==> config.mk <==
export PLATFORM = sky130hd
export DESIGN_NAME = moving_avg_filter
export DESIGN_NICKNAME = d
export VERILOG_FILES = /design/src/rtl/moving_avg_filter.sv
export SDC_FILE = /design/constraint.sdc
export NUM_CORES = 1
export LEC_CHECK = 0
export CELL_PAD_IN_SITES_DETAIL_PLACEMENT = 2
export CELL_PAD_IN_SITES_GLOBAL_PLACEMENT = 2
export CORE_ASPECT_RATIO = 0.75
export CORE_MARGIN = 2
export CORE_UTILIZATION = 39
export CTS_BUF_LIST = sky130_fd_sc_hd__clkbuf_8
export CTS_CLUSTER_SIZE = 24
export DETAILED_ROUTE_END_ITERATION = 12
export GPL_TIMING_DRIVEN = 0
export PLACE_DENSITY = 0.84
export SLEW_MARGIN = 30
export SYNTH_ARGS = -nofsm -noshare
export SYNTH_HDL_FRONTEND = slang
export SYNTH_SLANG_ARGS = --single-unit
==> constraint.sdc <==
create_clock -name clk -period 7.6 [get_ports clk]
set_input_delay 0.76 -clock clk [delete_from_list [all_inputs] [get_ports clk]]
set_output_delay 0.76 -clock clk [all_outputs]
set_load 0.01 [all_outputs]
==> src/rtl/moving_avg_filter.sv <==
// Block-oriented moving-average engine: accepts BLOCK_LEN samples per enable,
// emits one truncated 2^LOG2_TAPS-tap average per sample, then pulses filter_done.
module moving_avg_filter #(
    parameter int DATA_W    = 8,
    parameter int BLOCK_LEN = 16,
    parameter int LOG2_TAPS = 2
) (
    input  logic              clk,
    input  logic              reset,
    input  logic              filter_enable,
    input  logic              sample_valid,
    input  logic [DATA_W-1:0] sample_data,
    output logic              sample_ready,
    output logic              result_valid,
    output logic [DATA_W-1:0] result_data,
    input  logic              result_ready,
    output logic              filter_done,
    output logic              busy
);

    localparam int HIST_N = (1 << LOG2_TAPS) - 1;
    localparam int SUM_W  = DATA_W + LOG2_TAPS;
    localparam int CNT_W  = (BLOCK_LEN > 1) ? $clog2(BLOCK_LEN) : 1;

    typedef enum logic [1:0] {
        S_IDLE,
        S_RUN,
        S_DRAIN,
        S_DONE
    } state_t;

    state_t                         state_q, state_d;
    logic [CNT_W-1:0]               cnt_q, cnt_d;
    logic [HIST_N-1:0][DATA_W-1:0]  hist_q, hist_d;
    logic                           result_valid_q, result_valid_d;
    logic [DATA_W-1:0]              result_data_q, result_data_d;
    logic                           accept;
    logic                           out_free;

    // Sum is widened by LOG2_TAPS bits so it can never wrap; the shift truncates.
    function automatic logic [DATA_W-1:0] tap_average(
        input logic [DATA_W-1:0]              x,
        input logic [HIST_N-1:0][DATA_W-1:0]  h
    );
        logic [SUM_W-1:0] sum;
        sum = SUM_W'(x);
        for (int i = 0; i < HIST_N; i++) begin
            sum = sum + SUM_W'(h[i]);
        end
        return DATA_W'(sum >> LOG2_TAPS);
    endfunction

    assign out_free     = !result_valid_q || result_ready;
    assign sample_ready = (state_q == S_RUN) && out_free;
    assign accept       = sample_valid && sample_ready;

    always_comb begin
        state_d        = state_q;
        cnt_d          = cnt_q;
        hist_d         = hist_q;
        result_valid_d = result_valid_q;
        result_data_d  = result_data_q;

        case (state_q)
            S_IDLE: begin
                if (filter_enable) begin
                    state_d = S_RUN;
                    cnt_d   = '0;
                    hist_d  = '0;
                end
            end
            S_RUN: begin
                if (accept && (cnt_q == CNT_W'(BLOCK_LEN - 1))) begin
                    state_d = S_DRAIN;
                end
            end
            S_DRAIN: begin
                if (out_free) begin
                    state_d = S_DONE;
                end
            end
            S_DONE: begin
                state_d = S_IDLE;
            end
            default: state_d = S_IDLE;
        endcase

        // A new result takes priority over the handshake that would empty the register.
        if (accept) begin
            result_valid_d = 1'b1;
            result_data_d  = tap_average(sample_data, hist_q);
            cnt_d          = cnt_q + CNT_W'(1);
            hist_d[0]      = sample_data;
            for (int i = 1; i < HIST_N; i++) begin
                hist_d[i] = hist_q[i-1];
            end
        end else if (result_valid_q && result_ready) begin
            result_valid_d = 1'b0;
        end
    end

    always_ff @(posedge clk) begin
        if (reset) begin
            state_q        <= S_IDLE;
            cnt_q          <= '0;
            hist_q         <= '0;
            result_valid_q <= 1'b0;
            result_data_q  <= '0;
        end else begin
            state_q        <= state_d;
            cnt_q          <= cnt_d;
            hist_q         <= hist_d;
            result_valid_q <= result_valid_d;
            result_data_q  <= result_data_d;
        end
    end

    assign result_valid = result_valid_q;
    assign result_data  = result_data_q;
    assign filter_done  = (state_q == S_DONE);
    assign busy         = (state_q != S_IDLE);

endmodule

==> results.json <==
{
  "grt_overflow": 0,
  "vias": 1977,
  "post_cts_buffers": 0,
  "hp-class": "flop to flop",
  "crit_family": "adder cells",
  "drv_cap": 0,
  "dp_slack_ps": 3425,
  "fillers": 645,
  "die_w_um": 93.22,
  "placed_area_mm2": 0.002666,
  "grt_usage_pct": 21.58,
  "critPathMaxFanout": 4,
  "crit_path_start_kind": "input pin",
  "hold_path_depth": 2,
  "h-tree-depth": 2,
  "critPathRequiredTime_ps": 7790,
  "synth_edf_count": 0,
  "synth_top_flop_cell": "dfxtp_1",
  "netlist_instances": 253,
  "cts_resized": 0,
  "crit_cells": 11,
  "grt_max_degree": 13,
  "cts_sinks": 39,
  "crit_chain": "clkdlybuf4s50_1 -> inv_1 -> fa_1 -> inv_1 -> fa_1 -> and3b_1 -> fa_1 -> a21o_1 -> a211oi_2 -> nor4b_1 -> or4_1",
  "slowest_delay_ps": 530,
  "slew_headroom_pct": 59.84,
  "met1_usage_pct": 27.01,
  "leakage_nw": 1.156,
  "fin_crit_sh_pct": 51.52,
  "rsz0062_at_grt": "no",
  "met2_usage_pct": 38.61,
  "start_util_pct": 40.18,
  "fp-row-count": 24,
  "grt_pass1_wl_mm": 11.06,
  "clockBufferDepth": 2,
  "wl_per_cell_um": 18.11,
  "totalWireLength_mm": 6.575,
  "cts_tree": "done",
  "io_pins": 25,
  "postCtsHoldBufs": 0,
  "top_usage_layer": "met2",
  "use_met3_pct": 3.621,
  "antenna_found_initial": 0,
  "grt_pass1_vias": 2188,
  "fin_ws_ps": 3685,
  "synthArstFlopShare_pct": 0,
  "clock_latency_ps": 300,
  "r2r_setup_slack_ps": 4290,
  "core_mm2": 0.005796,
  "dr.pass1.iters": 4,
  "postSynthAreaPerCell_um2": 9.203,
  "fmax_ghz": 0.2554,
  "syn-num-nets": 295,
  "critPathCaptureType": "flop",
  "worst_pin_slew_ps": 602.5,
  "crit_path_end": "result_data[5]$_SDFFE_PP0P_",
  "crit_buf_inv": 3,
  "areaGrowthSynthToFinish_pct": 19.56,
  "setup_viol": 0,
  "multi_input_area_mm2": 0.001319,
  "dr.first_iter.drc_count": 83,
  "cts-root-buf": "clkbuf_8",
  "crit_top_cell": "fa_1",
  "finalClockSkew_ps": 7.322,
  "ant_nets": 0,
  "yosysUniqueCellTypes": 47,
  "port_buffers": 24,
  "n_antenna_cell": 0,
  "startpoint": "sample_data[1]",
  "place_hpwl_mm": 4.684,
  "dieArea_mm2": 0.006611,
  "maxSlewViolCount": 0,
  "viasPerCell": 5.446,
  "r2r-end": "result_data[5]$_SDFFE_PP0P_",
  "synthesis.area_mm2": 0.002328,
  "hold_viol": 0,
  "yosys_warnings": 0,
  "ff2ff_path_depth": 10,
  "path_clk_slew_ps": 80,
  "nets": 326,
  "pwr_density_cell_mw_per_mm2": 244.1,
  "place.gp.congestion": 0.7561,
  "worstPathArrival_ps": 4100,
  "synth_seq_area_share_pct": 33.53,
  "period_needed_ps": 3915,
  "cts_buffers": 5,
  "r2r_start": "hist_q[1]$_SDFFE_PP0P_",
  "final_area_mm2": 0.002784,
  "drc": 0,
  "status": "completed",
  "regArea_um2": 780.7,
  "synth_seq_cells": 39,
  "finalSetupTns_ps": 0,
  "drive_gt1_share_pct": 7.018,
  "cp_slowest_cell": "fa_1",
  "criticalPathCategory": "input pin to flop",
  "die_y_um": 70.92,
  "peakVddDrop_v": 0.0001063
}
[registers in the layout, summed over array words and instances, names as in the netlist]
name	count
cnt_q	4
hist_q	24
result_data	8
result_valid	1
state_q	2
[kinds of logic (layout without fill, tap and decap cells)]
logic type      Yosys count  after routing  synth area share [%]
mux                       3              3                 1.290
flops                    39             39                 33.53
xor+xnor                  2              2                0.7524
buf+inv                  56             88                 9.833
fa+ha+maj                29             29                 20.74
simple gates             63             63                 13.92
compound gates           61             61                 19.94
[placed cells by master (no fill, tap or decap), types with 2 or more instances in the layout]
| master | instances |
|---|---|
| inv_1 | 43 |
| dfxtp_1 | 39 |
| nor2_1 | 33 |
| a22oi_1 | 26 |
| clkdlybuf4s50_1 | 24 |
| fa_1 | 16 |
| ha_1 | 13 |
| a21oi_1 | 8 |
| buf_2 | 6 |
| clkbuf_8 | 6 |
| clkbuf_1 | 4 |
| nand3_1 | 4 |
| a21o_1 | 4 |
| nand2_1 | 4 |
| nor4b_1 | 3 |
| mux2i_1 | 3 |
| nand2b_1 | 3 |
| a211oi_1 | 3 |
| nor3b_1 | 3 |
| and3_1 | 2 |
| nand3b_1 | 2 |
| o21ai_0 | 2 |
| a221oi_1 | 2 |
| nand4_1 | 2 |
| nor2b_1 | 2 |
| a311o_1 | 2 |
| xnor2_1 | 2 |
[power breakdown]
group          leakage, nW  switching (W)  internal [W]
Sequential           0.316      0.0000156      0.000223
Combinational        0.779       0.000152      0.000104
Clock               0.0612      0.0000791      0.000106
[worst min path at each step]
| stage | slack [ps] | endpoint | start |
|---|---|---|---|
| floorplan | 430 | cnt_q[3]$_SDFFE_PP0P_ | cnt_q[3]$_SDFFE_PP0P_ |
| global placement | 440 | result_data[2]$_SDFFE_PP0P_ | result_data[2]$_SDFFE_PP0P_ |
| detailed placement | 460 | result_data[0]$_SDFFE_PP0P_ | result_data[0]$_SDFFE_PP0P_ |
| CTS | 470 | result_data[0]$_SDFFE_PP0P_ | result_data[0]$_SDFFE_PP0P_ |
| global route | 490 | result_data[0]$_SDFFE_PP0P_ | result_data[0]$_SDFFE_PP0P_ |
| finish | 470 | result_data[0]$_SDFFE_PP0P_ | result_data[0]$_SDFFE_PP0P_ |
[per-layer routing]
metal | vias up | wire [um]
li1 | 923 | -
met1 | 1027 | 2986
met2 | 19 | 3370
met3 | 8 | 150
met4 | 0 | 68
met5 | - | 0
[stage by stage]
stage / power, W / cells / hold WS, ps / util [%]
5_1_grt: 0.0007236 / 363 / 494.7 / 48.04
6_report: 0.0006797 / 363 / 467.6 / 48.04
3_3_place_gp: 0.0004866 / 355 / 440.1 / 46.01
4_1_cts: 0.0006889 / 363 / 470.5 / 48.04
2_1_floorplan: 0.0004008 / 253 / 431.2 / -
3_5_place_dp: 0.0004962 / 355 / 458.4 / 46.01
[layout make-up]
| class | instances | share of cell area, % |
|---|---|---|
| Inverter | 43 | 5.798 |
| Tap cell | 78 | 3.506 |
| Timing Repair Buffer | 24 | 8.629 |
| Clock buffer | 6 | 2.966 |
| Multi-Input combinational cell | 158 | 47.37 |
| Buffer | 13 | 2.427 |
| Sequential cell | 39 | 28.04 |
| Clock inverter | 2 | 1.258 |
[worst min-delay path: stages, from the launching register on]
cell and delay [ps]:
dfxtp_1 320, nand2_1 60, a21oi_1 50
[synthesized netlist by cell type, types with 4 or more instances]
cell type | number | area (um^2)
nor2_1 | 33 | 123.9
fa_1 | 16 | 320.3
a22oi_1 | 26 | 195.2
a21o_1 | 4 | 30.03
inv_1 | 43 | 161.4
nand2_1 | 4 | 15.01
ha_1 | 13 | 162.7
clkbuf_1 | 4 | 15.01
dfxtp_1 | 39 | 780.8
nand3_1 | 4 | 20.02
buf_2 | 6 | 30.03
a21oi_1 | 8 | 40.04
Note: power is estimated with default switching activity, not from simulation.
